===== src/rtl/machine_timer_pkg.sv =====
// Shared register offsets, FSM encoding and reset constants for the machine timer.
// Pure definitions: no latency or backpressure of its own.
package machine_timer_pkg;

    localparam logic [3:0] MTIMER_OFF_MTIME_LO    = 4'h0;
    localparam logic [3:0] MTIMER_OFF_MTIME_HI    = 4'h4;
    localparam logic [3:0] MTIMER_OFF_MTIMECMP_LO = 4'h8;
    localparam logic [3:0] MTIMER_OFF_MTIMECMP_HI = 4'hC;

    localparam logic [63:0] MTIMECMP_RESET = 64'hffff_ffff_ffff_ffff;

    typedef enum logic {
        IDLE = 1'b0,
        RESP = 1'b1
    } mtimer_state_t;

endpackage


===== src/rtl/tick_prescaler.sv =====
// Divides the core clock by FMAX_MHz to produce a one-cycle 1 us tick.
// Tick is combinational from the count register; no backpressure.
module tick_prescaler #(
    parameter int FMAX_MHz = 27
) (
    input  logic clk,
    input  logic rst_n,
    output logic tick
);

    localparam int             CW   = (FMAX_MHz > 1) ? $clog2(FMAX_MHz) : 1;
    localparam logic [CW-1:0]  LAST = CW'(FMAX_MHz - 1);

    logic [CW-1:0] count;

    assign tick = (count == LAST);

    always_ff @(posedge clk or negedge rst_n) begin
        if (!rst_n) begin
            count <= '0;
        end else if (tick) begin
            count <= '0;
        end else begin
            count <= count + CW'(1);
        end
    end

endmodule


===== src/rtl/machine_timer.sv =====
// Memory-mapped cycle/time/mtime/mtimecmp counters plus registered timer-interrupt pending.
// Writes apply at the accept edge; reads respond one cycle later and stall the port for that cycle.
module machine_timer
    import machine_timer_pkg::*;
#(
    parameter int          FMAX_MHz  = 27,
    parameter logic [31:0] BASE_ADDR = 32'hf000_0000
) (
    input  logic        clk,
    input  logic        rst_n,
    input  logic        mem_cmd_start,
    input  logic        mem_cmd_write,
    input  logic [31:0] mem_addr,
    input  logic [31:0] mem_wdata,
    output logic        mem_cmd_ready,
    output logic        mem_rvalid,
    output logic [31:0] mem_rdata,
    output logic [63:0] reg_cycle,
    output logic [63:0] reg_time,
    output logic [63:0] reg_mtime,
    output logic [63:0] reg_mtimecmp,
    output logic        timer_irq_pending
);

    mtimer_state_t state;
    logic          tick;
    logic          accept;
    logic          hit;
    logic          wr_en;
    logic          rd_en;
    logic [3:0]    off;
    logic [63:0]   mtime_inc;
    logic [63:0]   mtime_nxt;
    logic [63:0]   mtimecmp_nxt;
    logic [31:0]   rd_val;

    tick_prescaler #(
        .FMAX_MHz (FMAX_MHz)
    ) u_prescaler (
        .clk   (clk),
        .rst_n (rst_n),
        .tick  (tick)
    );

    // The window is 16-byte aligned, so the upper address bits select it and
    // the low two bits must be zero for a word access.
    assign hit    = (mem_addr[31:4] == BASE_ADDR[31:4]) && (mem_addr[1:0] == 2'b00);
    assign off    = mem_addr[3:0];
    assign accept = mem_cmd_start && (state == IDLE);
    assign wr_en  = accept && mem_cmd_write && hit;
    assign rd_en  = accept && !mem_cmd_write;

    assign mtime_inc = reg_mtime + {63'd0, tick};

    // A half-word write overrides only its half; the other half keeps the
    // ticked value so a carry out of the old low word still lands in hi.
    always_comb begin
        mtime_nxt    = mtime_inc;
        mtimecmp_nxt = reg_mtimecmp;
        rd_val       = 32'd0;
        if (wr_en) begin
            case (off)
                MTIMER_OFF_MTIME_LO:    mtime_nxt[31:0]     = mem_wdata;
                MTIMER_OFF_MTIME_HI:    mtime_nxt[63:32]    = mem_wdata;
                MTIMER_OFF_MTIMECMP_LO: mtimecmp_nxt[31:0]  = mem_wdata;
                MTIMER_OFF_MTIMECMP_HI: mtimecmp_nxt[63:32] = mem_wdata;
                default: ;
            endcase
        end
        if (hit) begin
            case (off)
                MTIMER_OFF_MTIME_LO:    rd_val = reg_mtime[31:0];
                MTIMER_OFF_MTIME_HI:    rd_val = reg_mtime[63:32];
                MTIMER_OFF_MTIMECMP_LO: rd_val = reg_mtimecmp[31:0];
                MTIMER_OFF_MTIMECMP_HI: rd_val = reg_mtimecmp[63:32];
                default: ;
            endcase
        end
    end

    always_ff @(posedge clk or negedge rst_n) begin
        if (!rst_n) begin
            reg_cycle         <= 64'd0;
            reg_time          <= 64'd0;
            reg_mtime         <= 64'd0;
            reg_mtimecmp      <= MTIMECMP_RESET;
            timer_irq_pending <= 1'b0;
        end else begin
            reg_cycle         <= reg_cycle + 64'd1;
            reg_time          <= reg_time + {63'd0, tick};
            reg_mtime         <= mtime_nxt;
            reg_mtimecmp      <= mtimecmp_nxt;
            timer_irq_pending <= (reg_mtime >= reg_mtimecmp);
        end
    end

    always_ff @(posedge clk or negedge rst_n) begin
        if (!rst_n) begin
            state         <= IDLE;
            mem_cmd_ready <= 1'b1;
            mem_rvalid    <= 1'b0;
            mem_rdata     <= 32'd0;
        end else if (state == IDLE) begin
            if (rd_en) begin
                state         <= RESP;
                mem_cmd_ready <= 1'b0;
                mem_rvalid    <= 1'b1;
                mem_rdata     <= rd_val;
            end
        end else begin
            state         <= IDLE;
            mem_cmd_ready <= 1'b1;
            mem_rvalid    <= 1'b0;
        end
    end

endmodule

===== config.mk =====
export PLATFORM = sky130hd
export DESIGN_NAME = machine_timer
export DESIGN_NICKNAME = d
export VERILOG_FILES = /design/src/rtl/machine_timer_pkg.sv /design/src/rtl/tick_prescaler.sv /design/src/rtl/machine_timer.sv
export SDC_FILE = /design/constraint.sdc
export NUM_CORES = 1
export LEC_CHECK = 0
export CAP_MARGIN = 20
export CORE_MARGIN = 1
export CORE_UTILIZATION = 40
export DETAILED_ROUTE_END_ITERATION = 6
export PLACE_DENSITY = 0.66
export SLEW_MARGIN = 30
export SYNTH_ARGS = -nofsm -noshare
export SYNTH_HDL_FRONTEND = slang
export SYNTH_SLANG_ARGS = --single-unit

===== constraint.sdc =====
create_clock -name clk -period 4.9 [get_ports clk]
set_clock_uncertainty 0.15 [all_clocks]
set_input_delay 0.735 -clock clk [delete_from_list [all_inputs] [get_ports clk]]
set_output_delay 0.735 -clock clk [all_outputs]
set_load 0.02 [all_outputs]

==> results.md, run 1 <==
* Status: complete, no violations
* Max-slew headroom at about 40%
* # IOs at 359
* Sequential cell area at 7510 µm²
* Area share of the largest cell type after synthesis at between 30% and 40%
* Hold violation count in the final report at 0
* Drt via density at 5.35
* Reg2Reg Launch Point: u_prescaler.count[0]
* P&R area growth vs syn at 35.2%
* Tcrit/Tclk final at 75.9%
* CORE AREA at 37700 µm²
* Setup TNS at 0 ns
* Router iterations before antenna repair at 5
* Post-Place Cells at between 2000 and 2500
* RePlAce Congestion at 0.859
* Peak VDD IR at 0.168 mV
* Fin. max-slew vios at 0
* Cell Count, Final, Fillers Out at 2454
* Longest Clk Path Bufs at 3
* Max Cap Viol at 0
* FMAX at about 270 MHz
* Worst r2r dst: reg_mtime[60]
* Num CTS Buffers at 36
* Nets at approximately 2100
* Hold Path Class: flop to flop
* Standard-cell rows at 71
* Clock H-tree levels at 2
* Yosys top cell by area: dfrtp_1
* Vias in the first global route at 13200
* Total grt overflow at 0
* Critical Path Source Type: flop
* R2r setup slk at about 1.2 ns
* ANT nets after route at 0
* Share of cells above drive strength 1 at under 10%
* Setup crit end kind: flop
* Syn Area/Cell at 9.85 µm²
* EDFF count, synth at 0
* RSZ-0062 raised after global routing: no
* Largest net degree at the start of global routing at 122
* Drt drc at 0
* Count leader, synth: nand2_1
* Die span in x at 198 µm
* Final setup fails at 0
* Arrival time worst endpoint at 3.97 ns
* Post-synth top cells: nand2_1 (236), dfrtp_1 (232), o21ai_0 (152), xnor2_1 (103), inv_1 (88)
* Post-DR wirelength/cell at about 19 µm
* Post-Syn Nets at 1697
* Cells after synthesis at 1558
* Initial antenna violation count at 1
* DIE AREA at 39100 µm²
* Clk_lat worst skew at around 0.52 ns
* Req. time, crit path at 5.15 ns
* Unique masters post-synth at between 50 and 60
* Area of the multi-input gates at 7290 µm²
* Vias post-DR at approximately 13000
* Seq/Total Area, Yosys at 49.0%
* Top post-synthesis cells by area: dfrtp_1 (38%), dfstp_2 (11%), xnor2_1 (5.9%)
* Post-synthesis instance area at ~15000 µm²
* CP endpoint: reg_mtime[60]
* Root Driver: clkbuf_16
* Fillers at 3310
* Crit Path Category: flop to flop
* Cell area power density at 259 nW/µm²
* YS warnings at 0
* R2R cell count at 11
* Final wirelength at 47800 µm
* Post-CTS Setup Repair Bufs at 0
* DIE HEIGHT at 198 µm
* Worst-margin pin slew at slightly above 0.9 ns
* Gr usage total at 24.7%
* First-pass GRT wire length at ~75000 µm
* Worst-path clk slew at 0.06 ns
* Tmin final at 3.72 ns
* Seq cells post-synth at 297
* CP Max Fanout at 11
* Final design utilization at 55.0%
* HPWL after DPL at 35100 µm
* Port buffer count at 358
* Iter 0 DRT Violations at 735
* Starting density of the core at 40.7%
* Post-synth ARST share at 100%
* Post-synth top flop: dfrtp_1
* Crit path from: u_prescaler.count[0]
* Leak at 9.04 nW
* CTS tree: yes
* Clk sinks at approximately 300
==> per-stage QoR <==
stage,worst slack [ns],hold slack (ns),power (mW),cell area [µm²]
after floorplan,2.10,0.289,2.55,15300
after global placement,1.19,0.309,2.70,19500
after detailed placement,1.14,0.309,2.70,19500
after CTS,1.15,0.171,5.43,20700
after global routing,0.906,0.343,5.54,20700
final,1.18,0.315,5.37,20700
==> placed cells by master (no fill, tap or decap), types with 9 or more instances in the layout <==
cell type,Yosys,final
a21o_1,12,12
a21oi_1,25,25
a221oi_1,33,33
a22o_1,30,30
and2_1,10,9
and3_1,30,30
and4_1,14,14
buf_4,2,14
clkbuf_16,0,37
clkdlybuf4s50_1,0,357
clkinv_2,0,10
dfrtp_1,232,232
dfstp_2,65,65
ha_1,71,71
inv_1,88,88
nand2_1,236,236
nand3_1,81,81
nand4_1,61,61
nor2_1,58,56
nor3_1,24,24
nor4_1,18,17
nor4_2,8,9
o21ai_0,152,152
o21ai_1,14,14
xnor2_1,103,103
xor2_1,83,83
==> metal layers <==
| metal | track usage, % | share of wire, % | up-vias |
|---|---|---|---|
| met5 | 0 | 0 | - |
| met4 | 7.67 | 2.8 | 0 |
| met3 | 5.31 | 6.4 | 81 |
| met2 | 40.3 | 47 | 387 |
| met1 | 32.6 | 44 | 6461 |
| li1 | - | - | 6190 |
==> area by class of cell <==
cell class / count / area share, %
Clock inverter: 14 / 0.712
Tap cell: 511 / 3.08
Antenna cell: 1 / 0.0121
Multi-Input combinational cell: 1118 / 35.2
Clock buffer: 50 / 5.09
Timing Repair Buffer: 375 / 18.1
Sequential cell: 297 / 36.2
Inverter: 88 / 1.59
==> sequential cells by signal, summed over array words and instances, names as in the netlist <==
name,flops
reg_cycle,64
reg_mtime,64
reg_mtimecmp,64
reg_time,64
mem_rdata,32
u_prescaler.count,5
mem_cmd_ready,1
mem_rvalid,1
state,1
timer_irq_pending,1
==> worst max-delay path, stage by stage (launching register included) <==
cell	delay (ns)
dfrtp_1	0.40
inv_1	0.07
ha_1	0.15
and4b_1	0.32
ha_1	0.28
ha_1	0.24
nand2_1	0.14
nor4_2	0.40
nand4_1	0.63
nor4_2	0.55
a31o_2	0.21
a31oi_1	0.07
==> worst min path at each step <==
stage | slack (ns) | start | cells past startpoint | endpoint
after global routing | 0.34 | reg_time[63] | 1 | reg_time[63]
after CTS | 0.17 | rst_n | 1 | reg_cycle[39]
final | 0.31 | reg_time[63] | 1 | reg_time[63]
after global placement | 0.31 | reg_cycle[63] | 1 | reg_cycle[63]
after detailed placement | 0.31 | reg_time[63] | 1 | reg_time[63]
after floorplan | 0.29 | rst_n | 0 | mem_rdata[0]
==> what timing repair did <==
action / in CTS / in global routing
resized for setup: 0 / 0
hold buffers: 0 / 1
hold endpoints to repair: 0 / 27
==> cells by family after synthesis <==
logic type | count (synthesis) | synth area share, %
buffers and inverters | 143 | 3.68
AOI/OAI and AO/OA | 277 | 11.0
DFF | 297 | 49.0
adders and majority gates | 71 | 5.79
muxes | 6 | 0.432
and+or+nand+nor | 578 | 19.5
xor gates and xnor gates | 186 | 10.6
==> power breakdown <==
group	leakage, nW	switching [mW]	internal [mW]	total, mW
registers	3.57	0.00164	2.46	2.46
logic	4.87	0.112	0.0822	0.194
clock network	0.601	1.06	1.66	2.72
Note: power is estimated with default switching activity, not from simulation.
==> run 2: changes to the inputs <==
--- a/config.mk
+++ b/config.mk
@@ -9,7 +9,7 @@
 export CORE_MARGIN = 1
 export CORE_UTILIZATION = 40
 export DETAILED_ROUTE_END_ITERATION = 6
-export PLACE_DENSITY = 0.66
+export PLACE_DENSITY = 0.69
 export SLEW_MARGIN = 30
 export SYNTH_ARGS = -nofsm -noshare
 export SYNTH_HDL_FRONTEND = slang
==> constraint.sdc (replaced) <==
create_clock -name clk -period 3.35 [get_ports clk]
set_clock_uncertainty 0.15 [all_clocks]
set_input_delay 0.5025 -clock clk [delete_from_list [all_inputs] [get_ports clk]]
set_output_delay 0.5025 -clock clk [all_outputs]
set_load 0.02 [all_outputs]
==> run 2 against run 1 <==
Effect of this change:
- final cell count increased by 0.65%
- total power increased by 45%
- worst setup slack got worse by 0.91 ns
- largest power group unchanged
- core utilization increased by 0.50 points
==> results.md, run 2 (synthesized netlist as in run 1, its figures left out) <==
* Post-Place Cells at 2408
* Most frequent cells in the layout: clkdlybuf4s50_1 (357), nand2_1 (236), dfrtp_1 (232), o21ai_0 (152), xnor2_1 (103)
* Peak VDD IR at 0.267 mV
* Worst-path clk slew at 0.06 ns
* Standard-cell rows at 71
* Gr usage total at 24.6%
* Total grt overflow at 0
* Longest Clk Path Bufs at 3
* Nets at 2076
* RSZ-0062 raised after global routing: no
* Clock power frac at 50.0%
* R2r setup slk at 0.27 ns
* Most common cell after layout, fill and taps aside: clkdlybuf4s50_1
* Post-DR wirelength/cell at 19.4 µm
* CORE AREA at 37700 µm²
* Drt via density at 5.41
* RePlAce Congestion at 0.905
* Setup crit end kind: flop
* CTS resizes at 0
* Comb power frac at 3.7%
* Router iterations before antenna repair at 5
* Max-slew headroom at about half
* Switching power at 1.69 mW
* Vias in the first global route at 13400
* Final setup fails at 0
* CP Max Fanout at 5
* Worst Hold Launch: reg_cycle[63]
* Root Driver: clkbuf_16
* Port buffer count at 358
* Num CTS Buffers at 35
* FMAX at 325 MHz
* Hold Path Class: flop to flop
* Crit path from: u_prescaler.count[0]
* DIE AREA at 39100 µm²
* WHS Endpoint: reg_cycle[63]
* Cell area power density at 372 nW/µm²
* Fin. max-slew vios at 0
* Critical Path Source Type: flop
* Initial antenna violation count at 3
* Tcrit/Tclk final at 91.9%
* Status: complete, no violations
* Iter 0 DRT Violations at about 800
* Clk sinks at 297
* Antenna cells at 0
* Starting density of the core at 40.7%
* Internal cell power at 6.09 mW
* Clock H-tree levels at 2
* Final wirelength at between 40000 and 50000 µm
* Sw Ratio at 21.7%
* Setup TNS at 0 ns
* R2R cell count at 12
* Hold-critical path depth at 1
* Tmin final at 3.08 ns
* Reg2Reg Launch Point: u_prescaler.count[0]
* Crit Path Category: flop to flop
* Register share of total power at between 40% and 50%
* Drt drc at 0
* Arrival time worst endpoint at 3.37 ns
* Cell Count, Final, Fillers Out at 2470
* Die span in x at 198 µm
* # IOs at around 360
* First-pass GRT wire length at 74900 µm
* Leak at ~9.1 nW
* DIE HEIGHT at around 200 µm
* Worst-margin pin slew at 0.719 ns
* Worst r2r dst: reg_time[42]
* HPWL after DPL at 35900 µm
* Largest net degree at the start of global routing at slightly above 70
* Hold violation count in the final report at 0
* Clk_lat worst skew at 0.52 ns
* Vias post-DR at 13400
* Max Cap Viol at 0
* Req. time, crit path at 3.64 ns
* Share of cells above drive strength 1 at 10.1%
* P&R area growth vs syn at 36.4%
* CTS tree: yes
* ANT nets after route at 0
-- run 2: power groups by stage --
stage	logic [mW]	clock network, mW	registers [mW]
floorplan	0.0603	0	3.67
CTS	0.295	3.99	3.60
finish	0.289	3.90	3.60
global placement	0.293	0	3.66
detailed placement	0.294	0	3.66
global route	0.316	4.11	3.60
-- run 2: per-layer routing --
metal / global-route usage, % / vias to the layer above / wire length [µm]
met3: 5.77 / 103 / 3200
met1: 30.8 / 6602 / 20100
met4: 8.79 / 6 / 1490
li1: - / 6230 / -
met2: 41.4 / 416 / 23200
met5: 0 / - / 37
-- run 2: how the worst max path moves through the flow --
stage | end | slack [ns]
after floorplan | reg_mtime[62] | 0.55
after global placement | reg_mtime[48] | 0.28
after detailed placement | reg_mtime[60] | 0.20
after CTS | reg_mtime[60] | 0.16
after global routing | reg_time[40] | 0.01
final | reg_time[42] | 0.27
-- run 2: stage by stage --
step	hold WS (ns)	util, %	setup WS (ns)	total power, mW	area, µm²
final	0.315	55.5	0.270	7.78	20900
after global routing	0.347	55.5	0.0137	8.03	20900
after CTS	0.323	55.5	0.162	7.89	20900
after detailed placement	0.313	52.4	0.205	3.96	19700
after global placement	0.312	52.4	0.281	3.95	19700
after floorplan	0.0569	-	0.553	3.73	15300
-- run 2: timing repair --
item / in CTS / in global routing
setup endpoints to repair: 0 / 7
endpoints found under the hold margin: 44 / 0
hold buffers: 1 / 0
setup buffers: 0 / 2
-- run 2: area by class of cell --
| class | count | area (µm²) |
|---|---|---|
| inverters | 88 | 330 |
| flip-flops and latches | 297 | 7510 |
| well taps | 511 | 639 |
| clock inverters | 8 | 125 |
| fillers | 3366 | 16700 |
| clock buffers | 51 | 1040 |
| multi-input cells | 1118 | 7290 |
| repair buffers | 397 | 3980 |
-- run 2: critical path: stages, from the launching register on --
cell and delay, ns:
dfrtp_1 0.41, inv_1 0.07, ha_1 0.15, and4b_1 0.24, buf_4 0.15, ha_1 0.17
ha_1 0.21, nand2_1 0.14, nor4_4 0.33, nand3_2 0.21, or3_4 0.41, nor3_1 0.18
xor2_1 0.16
